`src/rtl/convertidor_binario_desde_bcd.sv`:
```
// convertidor_binario_desde_bcd
//   Sequential BCD-to-binary converter (reverse double-dabble), one iteration
//   per clock. A packed BCD value {centenas,decenas,unidades} is latched on an
//   accepted start and converted to binary with start/busy/valid handshaking.
//
// Ports
//   clk       in   1          rising-edge clock
//   rst_n     in   1          asynchronous active-low reset
//   start     in   1          conversion request, only honoured while idle
//   decimal   in   4*DIGITS   packed BCD input, digit 0 in bits [3:0]
//   dato      out  OUT_W      binary result, held until the next result
//   valid     out  1          one-cycle pulse when dato/overflow/error update
//   busy      out  1          high from accepted start until the valid cycle
//   overflow  out  1          value did not fit in OUT_W bits, dato saturated
//   error     out  1          input had a digit above 9, dato forced to 0
module convertidor_binario_desde_bcd #(
  parameter int DIGITS = 3,
  parameter int OUT_W  = 8
) (
  input  logic                  clk,
  input  logic                  rst_n,
  input  logic                  start,
  input  logic [4*DIGITS-1:0]   decimal,
  output logic [OUT_W-1:0]      dato,
  output logic                  valid,
  output logic                  busy,
  output logic                  overflow,
  output logic                  error
);

  localparam int ITER  = $clog2(10**DIGITS);
  localparam int SW    = 4*DIGITS + ITER;
  localparam int CNT_W = $clog2(ITER + 1);
  localparam int CW    = (ITER > OUT_W) ? ITER : OUT_W;

  typedef enum logic [1:0] {IDLE, CONV, DONE} state_t;

  state_t           state;
  state_t           state_nxt;
  logic [SW-1:0]    sreg;
  logic [CNT_W-1:0] cnt;
  logic             err_pend;
  logic             bad_in;
  logic [OUT_W:0]   sat_res;

  // True when any BCD digit of the input is outside 0..9.
  function automatic logic has_bad_digit(input logic [4*DIGITS-1:0] d);
    logic bad;
    bad = 1'b0;
    for (int i = 0; i < DIGITS; i++) begin
      if (d[4*i +: 4] > 4'd9) bad = 1'b1;
    end
    return bad;
  endfunction

  // After the right shift every BCD digit that reads 8 or more held a
  // borrowed "ten" from the digit above; subtracting 3 restores it to a
  // proper base-10 digit. Digits are corrected independently.
  function automatic logic [SW-1:0] adjust(input logic [SW-1:0] s);
    logic [SW-1:0] r;
    r = s;
    for (int i = 0; i < DIGITS; i++) begin
      if (r[ITER + 4*i +: 4] >= 4'd8)
        r[ITER + 4*i +: 4] = r[ITER + 4*i +: 4] - 4'd3;
    end
    return r;
  endfunction

  // Saturating truncation of the ITER-bit result into OUT_W bits.
  // Returns {overflow, value}.
  function automatic logic [OUT_W:0] saturate(input logic [ITER-1:0] b);
    logic [CW-1:0] ext;
    logic [CW-1:0] lim;
    ext = CW'(b);
    lim = CW'({OUT_W{1'b1}});
    if (ext > lim) return {1'b1, {OUT_W{1'b1}}};
    return {1'b0, ext[OUT_W-1:0]};
  endfunction

  assign bad_in  = has_bad_digit(decimal);
  assign sat_res = saturate(sreg[ITER-1:0]);

  always_ff @(posedge clk or negedge rst_n) begin
    if (!rst_n) state <= IDLE;
    else        state <= state_nxt;
  end

  always_comb begin
    state_nxt = state;
    case (state)
      IDLE: if (start) state_nxt = bad_in ? DONE : CONV;
      CONV: if (cnt == CNT_W'(ITER - 1)) state_nxt = DONE;
      DONE: state_nxt = IDLE;
      default: state_nxt = IDLE;
    endcase
  end

  always_ff @(posedge clk or negedge rst_n) begin
    if (!rst_n) begin
      sreg     <= '0;
      cnt      <= '0;
      err_pend <= 1'b0;
      dato     <= '0;
      valid    <= 1'b0;
      busy     <= 1'b0;
      overflow <= 1'b0;
      error    <= 1'b0;
    end else begin
      valid <= 1'b0;
      case (state)
        IDLE: begin
          if (start) begin
            busy <= 1'b1;
            if (bad_in) begin
              err_pend <= 1'b1;
            end else begin
              err_pend <= 1'b0;
              sreg     <= {decimal, {ITER{1'b0}}};
              cnt      <= '0;
            end
          end
        end
        CONV: begin
          sreg <= adjust(sreg >> 1);
          cnt  <= cnt + 1'b1;
        end
        DONE: begin
          valid    <= 1'b1;
          busy     <= 1'b0;
          err_pend <= 1'b0;
          if (err_pend) begin
            dato     <= '0;
            overflow <= 1'b0;
            error    <= 1'b1;
          end else begin
            dato     <= sat_res[OUT_W-1:0];
            overflow <= sat_res[OUT_W];
            error    <= 1'b0;
          end
        end
        default: ;
      endcase
    end
  end

endmodule

```
`config.mk`:
```
export PLATFORM = sky130hd
export DESIGN_NAME = convertidor_binario_desde_bcd
export DESIGN_NICKNAME = d
export VERILOG_FILES = /design/src/rtl/convertidor_binario_desde_bcd.sv
export SDC_FILE = /design/constraint.sdc
export NUM_CORES = 1
export LEC_CHECK = 0
export CAP_MARGIN = 20
export CORE_MARGIN = 4
export CORE_UTILIZATION = 40
export DETAILED_ROUTE_END_ITERATION = 10
export GPL_TIMING_DRIVEN = 0
export PLACE_DENSITY = 0.66
export RECOVER_POWER = 100
export SYNTH_ARGS = -nofsm -noshare
export SYNTH_HDL_FRONTEND = slang
export SYNTH_SLANG_ARGS = --single-unit
```
`constraint.sdc`:
```
create_clock -name clk -period 1.8 [get_ports clk]
set_clock_uncertainty 0.1 [all_clocks]
set_input_delay 0.45 -clock clk [delete_from_list [all_inputs] [get_ports clk]]
set_output_delay 0.45 -clock clk [all_outputs]
set_load 0.1 [all_outputs]
```
==> impl_summary.txt, run 1 <==
----------------------------------------------------
[Worst setup path]
  Category of the most critical setup path ... in -> reg
  Data arrival, critical path ... 1840 ps
  Cell count of the worst reg-to-reg path ... 5
  RR Startpoint ... state[0]$_DFFE_PN0P_
  Reg-to-reg critical path endpoint ... sreg[14]$_DFFE_PN0P_
  Type of destination of the critical path ... flop
  Slack of the worst reg-to-reg path ... 190 ps
  Category of the worst setup path launch point ... input port
  Required arrival time at the worst endpoint ... 1880 ps
  Maximum fanout along the worst path ... 5

[Drt]
  Total via count after detailed routing ... 1,461
  Final routed wirelength across all metal layers ... 3.75 mm
  DR DRC count ... 0
  Remaining number of nets flagged by the antenna check after routing ... 0
  Routed wire length per instance ... 13.3 um
  Count of TritonRoute iterations in the first routing pass ... 4
  Via/cell ratio ... 5.18
  Drt first-iter violations ... 63

[Clock network]
  Clock latency on the worst-skew pair ... 290 ps
  Number of buffers created by CTS ... 5
  Depth of the CTS H-tree ... 2
  Total clock sinks ... 41
  CTS max path bufs ... 2
  Reg clk slew, reported paths ... 80 ps
  Clk root buf ... clkbuf_8
  TritonCTS clock tree ... done

[STA]
  Final critical delay including setup and external delays ... 1760 ps
  Worst Tran Pin Value ... 544 ps
  Fraction of the cycle the final worst path needs ... 0.977
  Worst slack on hold paths ... 361 ps
  Setup violators final ... 0
  Post-Route Setup TNS ... 0 ps
  Maximum clock frequency ... 0.568 GHz
  Final setup margin ... 40.9 ps
  Tightest slew margin relative to the limit ... 0.637
  Setup repair after global routing missed its margin ... true
  Final Max Slew Viols ... 0
  Number of failing hold endpoints at the final stage ... 0

[Synthesis]
  Share of the synthesized area in the top cell type ... 0.532
  Sequential element share of the synthesized area ... 0.532
  #FFs+latches synth ... 41
  Ranking of synthesized cells by instance count ... 41 x dfrtp_1, 26 x nand2_1, 16 x nor2_1, 12 x o21ai_1
  Netlist Area Pre-Place ... 0.00193 mm^2
  Mean instance size in the synthesized netlist ... 10.2 um^2
  Mapped Nets ... 211
  Cell with the most instances after synthesis ... dfrtp_1
  Warnings, synthesis ... 0
  Count of mapped cells out of synthesis ... 190
  Fraction of synthesis flops using an asynchronous set or reset pin ... 1.00
  Netlist cell types ... 28
  Cell types with the largest area share after synthesis ... dfrtp_1 53%, nand2_1 5.1%, a22o_1 4.5%, ha_1 3.9%, mux2i_1 3.6%
  Post-synth EDFFs ... 0
  Primary flip-flop cell chosen by synthesis mapping ... dfrtp_1
  Largest area contributor in the synthesized netlist ... dfrtp_1

[GRT]
  Busiest layer in global routing ... met1
  Pin count of the biggest net entering global routing ... 41
  GR Overflow Total ... 0
  Global routing met3 resource utilization ... 0.0383
  Number of antenna violations at the first check in global routing ... 0
  Total routing resource utilization after global routing ... 0.135
  Met1 Use GR ... 0.193
  Global routing usage on met2 ... 0.191
  First-pass GRT wire length ... 6.48 mm
  Number of global-route vias before repair ... 1,357

[Min path]
  Worst min-delay path class ... in -> async

[Pwr]
  Max VDD drop ... 0.834 mV
  Power per unit of standard cell area ... 1840 mW/mm^2
  Reported leakage power ... 0.00110 uW

[Run status]
  Status ... finished clean

[Place]
  Global placement routability congestion ... 0.773
  Final HPWL DP ... 2.66 mm
  Post-placement worst setup slack ... -403 ps
  Placed Area ... 0.00227 mm^2
  Port Buffer Count ... 26

[Floorplanning]
  Number of core rows ... 25
  DIE AREA ... 0.00600 mm^2
  Count of boundary I/O pins ... 27
  Starting utilization of the core area ... 0.411
  Die extent in x ... 77.5 um
  Height of the die ... 77.5 um
  Core region area ... 0.00469 mm^2

[Final layout]
  # diodes ... 0
  Final std cell area, no fill ... 0.00244 mm^2
  Layout Area Growth over Synthesis ... 26.3%
  Fraction of final layout cells sized beyond drive strength 1 ... 0.167
  Number of nets in the final layout ... 248

[Run]
  Max_cap viols ... 0

----------------------------------------------------
==> worst max-delay path by stage <==
stage	from	endpoint	cells past startpoint
CTS	decimal[1]	cnt[3]$_DFFE_PN0P_	5
floorplan	start	cnt[3]$_DFFE_PN0P_	4
global route	decimal[2]	cnt[3]$_DFFE_PN0P_	5
global placement	rst_n	sreg[14]$_DFFE_PN0P_	1
detailed placement	start	cnt[3]$_DFFE_PN0P_	5
finish	decimal[2]	cnt[3]$_DFFE_PN0P_	5
==> registers in the layout, indices dropped and copies added (netlist names) <==
| name | flops |
|---|---|
| cnt | 4 |
| err_pend | 1 |
| sreg | 22 |
| overflow | 1 |
| valid | 1 |
| busy | 1 |
| dato | 8 |
| error | 1 |
| state | 2 |
==> per-layer routing <==
metal  share of wire  wire (um)
met1            0.50       1890
met2            0.43       1620
met3           0.052        194
met4           0.014         53
met5               0          0
==> metrics by stage <==
stage / instances / power (uW) / util
global route: 282 / 4830 / 0.519
finish: 282 / 4480 / 0.519
detailed placement: 271 / 3910 / 0.484
global placement: 270 / 3860 / 0.481
floorplan: 190 / 3340 / -
CTS: 280 / 4490 / 0.514
==> cell families (layout without fill, tap and decap cells) <==
logic type | Yosys count | in the layout | synth area share
AOI/OAI and AO/OA | 55 | 56 | 0.197
DFF | 41 | 41 | 0.532
buffers and inverters | 20 | 57 | 0.0460
muxes | 8 | 8 | 0.0422
adders and majority gates | 6 | 6 | 0.0389
xor gates and xnor gates | 4 | 4 | 0.0182
and+or+nand+nor | 56 | 56 | 0.126
==> final cells by class <==
class	instances	area, um^2
Buffer	10	57.6
Clock buffer	5	68.8
Clock inverter	3	17.5
Fill cell	444	2250
Inverter	10	37.5
Multi-Input combinational cell	130	866
Sequential cell	41	1030
Tap cell	54	67.6
Timing Repair Buffer	29	297
==> power by group <==
| part | switching, uW | total (uW) | internal (uW) |
|---|---|---|---|
| Sequential | 308 | 1600 | 1300 |
| Clock | 318 | 586 | 268 |
| Combinational | 1530 | 2290 | 759 |
| Total | 2160 | 4480 | 2320 |
==> placed cells by master (no fill, tap or decap), types with 2 or more instances in the layout <==
cell type / instances
dfrtp_1: 41
nor2_1: 16
o21ai_0: 7
clkdlybuf4s18_2: 2
o31ai_1: 8
a2bb2oi_1: 2
buf_2: 3
inv_1: 10
clkinv_2: 2
ha_1: 6
nand3_1: 2
clkbuf_4: 3
xnor2_1: 4
a21oi_1: 9
a21boi_1: 2
clkbuf_1: 2
nand2b_1: 5
buf_1: 2
clkdlybuf4s15_2: 10
mux2i_1: 7
or3_1: 2
nand2_1: 26
clkbuf_8: 5
o21ai_1: 12
o21ai_4: 3
a22o_1: 10
dlymetal6s2s_1: 2
clkdlybuf4s50_1: 11
==> worst max-delay path, cell delays in order <==
cell and delay, ps:
clkdlybuf4s50_1 460, o21ai_4 260, nand3_1 120, or3_4 410
a21boi_1 140
==> repair_timing <==
item                                    CTS  global route
cloned                                    0             1
endpoints found under the hold margin     1             0
resized for setup                        41             9
endpoints found under the setup margin   24            23
pin swaps                                 0             5
setup buffers                             0             1
hold buffers                              1             0
No activity file was read; power rests on OpenSTA's default activity.
==> run 2: changes to the inputs <==
--- a/config.mk
+++ b/config.mk
@@ -12,6 +12,7 @@
 export GPL_TIMING_DRIVEN = 0
 export PLACE_DENSITY = 0.66
 export RECOVER_POWER = 100
+export SETUP_SLACK_MARGIN = 0.2
 export SYNTH_ARGS = -nofsm -noshare
 export SYNTH_HDL_FRONTEND = slang
 export SYNTH_SLANG_ARGS = --single-unit
==> impl_summary.txt, run 2 (synthesized netlist as in run 1, its figures left out) <==
----------------------------------------------------
[Clock network]
  Depth of the CTS H-tree ... 2
  Reg clk slew, reported paths ... 80 ps
  Number of buffers created by CTS ... 5
  CTS max path bufs ... 2
  Total clock sinks ... 41
  TritonCTS clock tree ... done
  Clock latency on the worst-skew pair ... 290 ps
  Clk root buf ... clkbuf_8

[Worst setup path]
  CP max stage cell ... clkbuf_2
  Delay-heaviest family, CP ... buffers and inverters
  Type of destination of the critical path ... primary output
  Critical path capture point ... dato[3]
  Data arrival, critical path ... 1110 ps
  Critical path depth ... 1
  RR Startpoint ... state[0]$_DFFE_PN0P_
  Required arrival time at the worst endpoint ... 1250 ps
  Slack of the worst reg-to-reg path ... 210 ps
  Maximum fanout along the worst path ... 2
  Crit-path cells ... clkbuf_2
  Category of the worst setup path launch point ... flop
  Highest cell delay on the worst timing path ... 460 ps
  Sum of buffers and inverters on the critical path ... 1
  Reg-to-reg critical path endpoint ... sreg[1]$_DFFE_PN0P_
  Category of the most critical setup path ... reg -> out
  Critical path origin ... dato[3]$_DFFE_PN0P_
  Cell count of the worst reg-to-reg path ... 5

[GRT]
  Pin count of the biggest net entering global routing ... 41
  GR Overflow Total ... 0
  Total routing resource utilization after global routing ... 0.137
  First-pass GRT wire length ... 6.61 mm
  Number of global-route vias before repair ... 1,377
  Number of antenna violations at the first check in global routing ... 0

[Floorplanning]
  Core region area ... 0.00469 mm^2
  Height of the die ... 77.5 um
  Die extent in x ... 77.5 um
  Starting utilization of the core area ... 0.411
  Count of boundary I/O pins ... 27
  Number of core rows ... 25
  DIE AREA ... 0.00600 mm^2

[Final layout]
  Final std cell area, no fill ... 0.00240 mm^2
  Number of nets in the final layout ... 257
  Fill cell count ... 465
  Largest registers ... sreg: 22 flops, dato: 8 flops, cnt: 4 flops
  Layout Area Growth over Synthesis ... 24.6%
  Multi-input combinational cell area ... 847 um^2
  Most frequent cells in the layout ... 40 x dfrtp_1, 26 x nand2_1, 16 x nor2_1
  Flip-flop count of the largest register, all copies and words added ... 22
  Register with the most flip-flops ... sreg
  Number of cells in the finished layout apart from fillers ... 291
  Sequential standard cell area ... 0.00103 mm^2
  Fraction of final layout cells sized beyond drive strength 1 ... 0.198
  Most frequent standard cell in the layout excluding fill and tap cells ... dfrtp_1
  # diodes ... 0
  Final core utilization ... 0.513

[STA]
  Final critical delay including setup and external delays ... 1660 ps
  Setup violators final ... 0
  Setup repair after global routing missed its margin ... true
  Fraction of the cycle the final worst path needs ... 0.922
  Final setup margin ... 140 ps
  Tightest slew margin relative to the limit ... 0.640
  Number of failing hold endpoints at the final stage ... 0
  Maximum clock frequency ... 0.602 GHz
  Final Max Slew Viols ... 0
  Worst Tran Pin Value ... 540 ps
  Worst slack on hold paths ... 361 ps

[Pwr]
  Reported leakage power ... 0.00113 uW
  Max VDD drop ... 0.757 mV
  Power per unit of standard cell area ... 1870 mW/mm^2

[Place]
  Global placement routability congestion ... 0.773
  Port Buffer Count ... 26
  Placed Area ... 0.00227 mm^2
  Post-placement worst setup slack ... -403 ps
  Final HPWL DP ... 2.66 mm
  Total placed cells including tap cells ... 271

[Drt]
  Count of TritonRoute iterations in the first routing pass ... 4
  DR DRC count ... 0
  Routed wire length per instance ... 13.7 um
  Total via count after detailed routing ... 1,496
  Drt first-iter violations ... 62
  Remaining number of nets flagged by the antenna check after routing ... 0
  Via/cell ratio ... 5.14
  Final routed wirelength across all metal layers ... 3.97 mm

[Min path]
  Worst min-delay path class ... in -> async

[Run]
  Max_cap viols ... 0

[Run status]
  Status ... finished clean

----------------------------------------------------
run 2: layout make-up:
cell class,count,share of cell area
sequential,41,0.427
multi-input combinational,130,0.352
timing repair buffer,38,0.114
clock buffer,5,0.0286
tap,54,0.0281
buffer,10,0.0271
inverter,10,0.0156
clock inverter,3,0.00728
run 2: timing repair:
action	4_1_cts	5_1_grt
hold buffers	1	0
endpoints found under the setup margin	39	34
endpoints found under the hold margin	1	0
gates cloned	0	2
pin swaps	4	7
buffers inserted	4	5
gates resized for setup	95	11
run 2: how the worst min path moves through the flow:
stage | cells past startpoint | startpoint | slack [ps] | end
2_1_floorplan | 0 | rst_n | 50 | busy$_DFFE_PN0P_
3_3_place_gp | 2 | dato[6]$_DFFE_PN0P_ | 360 | dato[6]$_DFFE_PN0P_
3_5_place_dp | 1 | rst_n | 150 | busy$_DFFE_PN0P_
4_1_cts | 2 | rst_n | 370 | busy$_DFFE_PN0P_
5_1_grt | 2 | rst_n | 360 | busy$_DFFE_PN0P_
6_report | 2 | rst_n | 360 | busy$_DFFE_PN0P_
run 2: per-stage QoR:
stage | setup TNS [ps] | power, uW
after global placement | -45410 | 3860
final | 0 | 4500
after detailed placement | -10490 | 3910
after floorplan | 0 | 3340
after CTS | 0 | 4550
after global routing | 0 | 4850
run 2: worst reg2reg max path, stage by stage, from the launching register on:
cell      delay, ps
dfrtp_1         410
nor2b_1         150
buf_6           130
a41oi_1         300
clkbuf_2        290
a22o_1          160
run 2: routing by layer:
layer	part of all wire	GRT usage	up-vias
li1	-	-	747
met4	0.012	0.0569	0
met3	0.051	0.0383	6
met1	0.50	0.197	711
met5	0	0	-
met2	0.44	0.193	32
run 2: power by group:
| part | leakage (uW) | internal, uW | switching [uW] |
|---|---|---|---|
| combinational | 0.000559 | 749 | 1560 |
| sequential | 0.000531 | 1300 | 307 |
| clock | 0.0000439 | 268 | 318 |
| total | 0.00113 | 2310 | 2190 |
